**config.mk**
```make
export PLATFORM = sky130hd
export DESIGN_NAME = divider_16x8_seq
export DESIGN_NICKNAME = d
export VERILOG_FILES = /design/src/rtl/divider_16x8_seq.sv
export SDC_FILE = /design/constraint.sdc
export NUM_CORES = 1
export LEC_CHECK = 0
export ABC_AREA = 1
export CORE_MARGIN = 3
export CORE_UTILIZATION = 53
export DETAILED_ROUTE_END_ITERATION = 7
export PLACE_DENSITY = 0.89
export SLEW_MARGIN = 5
export SYNTH_ARGS = -nofsm -noshare
export SYNTH_HDL_FRONTEND = slang
export SYNTH_SLANG_ARGS = --single-unit
```
**constraint.sdc**
```tcl
create_clock -name clk -period 2 [get_ports clk]
set_input_delay 0.4 -clock clk [delete_from_list [all_inputs] [get_ports clk]]
set_output_delay 0.4 -clock clk [all_outputs]
set_load 0.02 [all_outputs]
```
**src/rtl/divider_16x8_seq.sv**
```systemverilog
// ============================================================================
// Module   : divider_16x8_seq
// Purpose  : Sequential unsigned radix-2 restoring divider, one quotient bit
//            per clock, with valid/ready handshakes on input and output.
// Revision : 1.0 - initial release
// ============================================================================
`default_nettype none

module divider_16x8_seq #(
  parameter int DW = 16,
  parameter int VW = 8
) (
  input  logic          clk,
  input  logic          rst_n,
  input  logic          in_valid,
  output logic          in_ready,
  input  logic [DW-1:0] dividend,
  input  logic [VW-1:0] divisor,
  output logic          out_valid,
  input  logic          out_ready,
  output logic [DW-1:0] quotient,
  output logic [VW-1:0] remainder,
  output logic          q_ovf,
  output logic          div_zero
);

  localparam int CW = $clog2(DW);

  typedef enum logic [1:0] {
    S_IDLE = 2'd0,
    S_CALC = 2'd1,
    S_DONE = 2'd2
  } state_t;

  state_t        r_state;
  // Dividend bits shift out of the MSB while quotient bits shift into the LSB.
  logic [DW-1:0] r_work;
  logic [VW-1:0] r_dvs;
  logic [VW-1:0] r_p;
  logic [CW-1:0] r_cnt;

  logic [VW:0]   w_shift;
  logic          w_ge;
  logic [VW-1:0] w_p_next;
  logic [DW-1:0] w_q_next;

  always_comb begin
    w_shift  = {r_p, r_work[DW-1]};
    w_ge     = (w_shift >= {1'b0, r_dvs});
    // Modulo-2^VW subtraction is exact because the true difference is < divisor.
    w_p_next = w_ge ? (w_shift[VW-1:0] - r_dvs) : w_shift[VW-1:0];
    w_q_next = {r_work[DW-2:0], w_ge};
  end

  always_ff @(posedge clk or negedge rst_n) begin
    if (!rst_n) begin
      r_state   <= S_IDLE;
      r_work    <= '0;
      r_dvs     <= '0;
      r_p       <= '0;
      r_cnt     <= '0;
      in_ready  <= 1'b1;
      out_valid <= 1'b0;
      quotient  <= '0;
      remainder <= '0;
      q_ovf     <= 1'b0;
      div_zero  <= 1'b0;
    end else begin
      case (r_state)
        S_IDLE: begin
          if (in_valid) begin
            r_work   <= dividend;
            r_dvs    <= divisor;
            r_p      <= '0;
            in_ready <= 1'b0;
            if (divisor == '0) begin
              r_state   <= S_DONE;
              quotient  <= '1;
              remainder <= '0;
              q_ovf     <= 1'b1;
              div_zero  <= 1'b1;
            end else begin
              r_state <= S_CALC;
              r_cnt   <= CW'(DW - 1);
            end
          end
        end
        S_CALC: begin
          r_p    <= w_p_next;
          r_work <= w_q_next;
          r_cnt  <= r_cnt - 1'b1;
          if (r_cnt == '0) begin
            r_state   <= S_DONE;
            out_valid <= 1'b1;
            quotient  <= w_q_next;
            remainder <= w_p_next;
            q_ovf     <= |w_q_next[DW-1:VW];
            div_zero  <= 1'b0;
          end
        end
        S_DONE: begin
          // Divide-by-zero enters here with out_valid low; raise it one cycle later.
          if (!out_valid) begin
            out_valid <= 1'b1;
          end else if (out_ready) begin
            out_valid <= 1'b0;
            in_ready  <= 1'b1;
            r_state   <= S_IDLE;
          end
        end
        default: begin
          r_state   <= S_IDLE;
          in_ready  <= 1'b1;
          out_valid <= 1'b0;
        end
      endcase
    end
  end

endmodule

`default_nettype wire

```
Word-level counts from Yosys, hierarchy flattened:

Index checks and enable logic that the tools add are counted.

* bits in registers: 66
* latch bits: 0
* memory bits (writable): 0
* memory bits (read-only): 0
* bits of input ports: 28
* output and inout bits: 28
* logic and storage cells: 72
* memories kept: 0

* add/subtract/negate cells: 2
* multiply operators: 0
* div/mod/pow operators: 0
* magnitude comparators: 1
* equality and inequality tests: 8
* shifts and indexed selects: 0
* mux-type cells: 36
* bitwise logic cells: 2
* reduce and logical (&&, ||, !) cells: 12

Operator list (number)
* $mux W16: 4
* $pmux W16 S2: 2
* $mux W8: 5
* $pmux W8 S2: 2
* $ne A2 B2 Y1 const B: 6
* $reduce_and A4 Y1: 3
* $mux W1: 10
* $mux W2: 5
* $ge A9 B8 Y1: 1
* $logic_not A8 Y1: 1
* $mux W4: 2
* $pmux W4 S2: 1
* $reduce_or A8 Y1: 1
* $sub A8 B8 Y8: 1
* $pmux W1 S3: 2
* $pmux W2 S3: 1
* $reduce_and A2 Y1: 3
* $logic_not A4 Y1: 1
* $pmux W1 S2: 2
* $sub A4 B1 Y4 const B: 1
* $reduce_and A3 Y1: 1
* $eq A2 B1 Y1 const B: 1
* $eq A2 B2 Y1 const B: 1
* $logic_not A2 Y1: 1
* 2 further kinds: 3

Logic depth before layout (Yosys ltp):

* depth in word-level cells: 4
* mapped depth: 14
* gate-level depth less buffers: 14

Worst setup path before layout:

Ideal clock, no wire load.

* path type: register to register
* start: reg r_p[5]
* end: reg r_p[7]
* library setup time: 0.116 ns
* arrival: 1.642 ns
* required time: 1.884 ns
* setup slack: 0.242 ns
* cell stages (with the launch flop): 12
* buffers on the path: 0
* clock period less this slack: 1.758 ns
* cells stage by stage: dfrtp_1 -> ha_1 -> nand2_1 -> nand2_1 -> nand2_1 -> nand2_1 -> nor2_1 -> nand2_2 -> nand3_1 -> nand2_1 -> nand2_1 -> nand2_1

* longest elaborated chain between the ends: 3
* elaborated cells on any way between the ends: 4
* classes of those cells: 1 x add/sub; 1 x order compare; 2 x mux

RTL lines
* start, declared: line 39 `logic [VW-1:0] r_p;`
* start signal, assigned: line 89 `r_p <= w_p_next;`
* $sub A8 B8 Y8 or $ge A9 B8 Y1 (tied branches): line 51, 49
* $mux W8 *: line 51 `w_p_next = w_ge ? (w_shift[VW-1:0] - r_dvs) : w_shift[VW-1:0];`
* $pmux W8 S2 *: line 69 `case (r_state)`

Every way passes the cells marked *; elsewhere a longest branch is shown, timed or not.
A chain may end at the register's enable or synchronous reset.

Final worst setup path:

* start: reg r_state[1]
* end: reg r_cnt[3]

* longest elaborated chain between the ends: 3
* elaborated cells on any way between the ends: 7
* classes of those cells: 3 x eq/ne; 1 x mux; 3 x reduce/logical

RTL lines
* start, declared: line 35 `state_t r_state;`
* start signal, assigned: line 57 `r_state <= S_IDLE;`
* start signal, assigned: line 77 `r_state <= S_DONE;`
* start signal, assigned: line 83 `r_state <= S_CALC;`
* $eq A2 B1 Y1 or $logic_not A2 Y1 (tied branches): line 69
* $reduce_bool A2 Y1 (no source line) or $ne A2 B2 Y1 (tied branches)
* $reduce_and A3 Y1 (no source line)
* end signal, assigned: line 84 `r_cnt <= CW'(DW - 1);`
* end signal, assigned: line 91 `r_cnt <= r_cnt - 1'b1;`
* end, declared: line 40 `logic [CW-1:0] r_cnt;`

Parallel ways exist; a longest one is shown, timed or not.

==> run metrics <==
Power, Total=between 8 and 9 mW; fin nets=540; r2r setup slk=approximately 110 ps; DIE AREA=about 7400 µm²; final core utilization=0.718; Worst Path Max Fanout=39; Min Hold Slack=~46 ps; hpwl dp=between 5000 and 6000 µm; CTS tree=built; core area=slightly above 6000 µm²; CP max stage cell=dfrtp_1; count of input and output buffers=between 50 and 60; dpl ws=-70.0 ps; GRT Overall Usage=0.250; Syn Inst Count=435; Initial Util=0.558; Synth cell types=31; Reg clk slew, reported paths=around 80 ps; # Max-Cap Violations=0; worst-margin pin slew=about 450 ps; Tmin final=1890 ps; status=finished clean; Longest Clk Path Bufs=2; final worst setup slack=about 110 ps; period utilization=0.946; CTS Buf Count=9; Top FF cell, synth=dfrtp_1; final hold violation count=0; syn_area_per_cell=around 7.8 µm²; Post-Synth Adder-Cell Area=0.0503; CP Launch Type=register; Peak VDD IR=between 1 and 1.5 mV; Antenna Cells=0; final setup vio count=0; crit path DAT=about 2100 ps; Area growth, synth to finish=28.6%; most common cell in the netlist=nand2_1; Finished Layout Cells=about 580; drt total wl=just under 9000 µm; Max transition margin=0.702; Vias=3141; Post-Synth Simple-Gate Area=0.260; DRT antenna net count=0; CTS Hold Bufs=0; layout cells sized above 1=0.0893; chip width=between 80 and 90 µm; DRT iter0 DRCs=296; top post-synthesis cells by area=dfrtp_1 (48%), nand2_1 (18%), inv_1 (6.3%); H-tree Lvls=3; first-pass GRT wire length=~14000 µm; Async S/R FF share, synth=1.00; dpl cells=roughly 560; largest family of logic cells by synthesized area=simple AND/OR/NAND/NOR gates; overflow left after global routing=0; Synth Area in Compound Gates=0.104; Final GP Congestion=0.932; most frequent cells after synthesis=nand2_1 (162), dfrtp_1 (65), inv_1 (57); Synth Cell Area=3380 µm²; clk sinks=66; P per Cell Area=just under 2000 nW/µm²; Worst Path Required=about 2200 ps; LEAKAGE=~2.2 nW; Synth warnings=0; sequential element share of the synthesized area=0.488; Wirelength per Cell=about 15 µm; latest clock arrival within the worst-skew pair=approximately 350 ps; vias in the first global route=3126; endpoint class of the critical path=register; Synth Register Bits=66; Final Max Tran Viols=0; CP Cell Sequence=inv_1 > ha_1 > inv_2 > o21ai_2 > buf_12 > nand2_1 > o21ai_0 > o211ai_1; CTS root buf=clkbuf_8; Mapped Nets=roughly 480; XOR/XNOR Fraction of Synth Area=0.00776; Residual DRC=0; largest net degree at the start of global routing=67; worst hold path type=in -> async; DR vias/cell=5.42; crit-path max cell delay=about 400 ps; die height=roughly 86 µm; row cnt=28; initial antenna violation count=0; Setup Skew=about 9.5 ps; WS Path Type=reg -> reg; Synth top area share=0.481; Post-synth EDFFs=0; Fill cells=between 400 and 500; Synth area leader=dfrtp_1; mux share of post-synthesis cell area=0; # IOs=between 50 and 60; First-pass DRT Iterations=5; fmax=529 MHz
-- per-layer routing --
layer  GRT usage  up-vias  wire length, µm
met3      0.0384       34              395
li1            -     1504                -
met2       0.432      127             4500
met4       0.150        0              326
met1       0.292     1476             3530
met5           0        -                0
-- cells in the final DEF (no fill, tap or decap), types with 2 or more instances in the layout --
cell and count:
clkdlybuf4s50_1 54, nand2_2 4, nor2_2 2, a21oi_1 7, nor2_1 19, buf_4 10, o211ai_1 16, buf_12 2
dfrtp_1 65, nand2_1 160, xnor2_1 2, o21ai_0 32, inv_1 57, ha_1 10, nand4_1 5, bufinv_16 3
nand3_1 22, inv_2 3, clkbuf_8 10
-- sequential cells by signal (all words and copies together), names as in the netlist --
signal and cells:
in_ready 1, out_valid 1, remainder 8, div_zero 1, r_work 16, r_p 8
quotient 16, r_cnt 4, r_dvs 8, r_state 2, q_ovf 1
-- power by group --
| group | total, mW | switching (mW) | internal, mW |
|---|---|---|---|
| logic | 4.79 | 3.00 | 1.79 |
| clock network | 1.41 | 0.543 | 0.864 |
| registers | 2.33 | 0.365 | 1.96 |
-- path summary, 6_finish.rpt --
path / cells past startpoint / end / start
worst max-delay path: 8 / r_cnt[3] / r_state[1]
max in group asynchronous: 2 / in_ready / rst_n
worst min register to register: 2 / remainder[5] / remainder[5]
min in group clk: 2 / remainder[5] / remainder[5]
worst min-delay path: 2 / quotient[10] / rst_n
worst max register to register: 8 / r_cnt[3] / r_state[1]
-- cell type report --
type                            count  area, µm²  share of cell area
Tap cell                           75       93.8              0.0216
Sequential cell                    66       1650               0.380
Multi-Input combinational cell    294       1460               0.336
Clock inverter                      6        111              0.0256
Timing Repair Buffer               67        661               0.152
Clock buffer                       10        138              0.0316
Inverter                           61        234              0.0538
-- critical path: cells and delay by family (launching register included) --
family	cells	cell delay [ps]
compound gates	3	570
fa+ha+maj	1	180
buf+inv	3	420
flops	1	400
simple gates	1	180
-- cell families after synthesis --
logic type | Yosys count
adders and majority gates | 13
AOI/OAI and AO/OA | 60
buffers and inverters | 75
and+or+nand+nor | 218
DFF | 66
xor gates and xnor gates | 3
-- stage by stage --
step / TNS (ps) / cell area [µm²]
6_report: 0 / 4350
2_1_floorplan: 0 / 3380
5_1_grt: -2.73 / 4350
3_5_place_dp: -699 / 4070
3_3_place_gp: 0 / 4070
4_1_cts: 0 / 4320
-- what timing repair did --
item	4_1_cts	5_1_grt
resized for setup	2	7
pin swaps	0	1
setup buffers	0	0
endpoints found under the hold margin	0	0
endpoints found under the setup margin	18	20
Power figures use the tool's default switching activity.
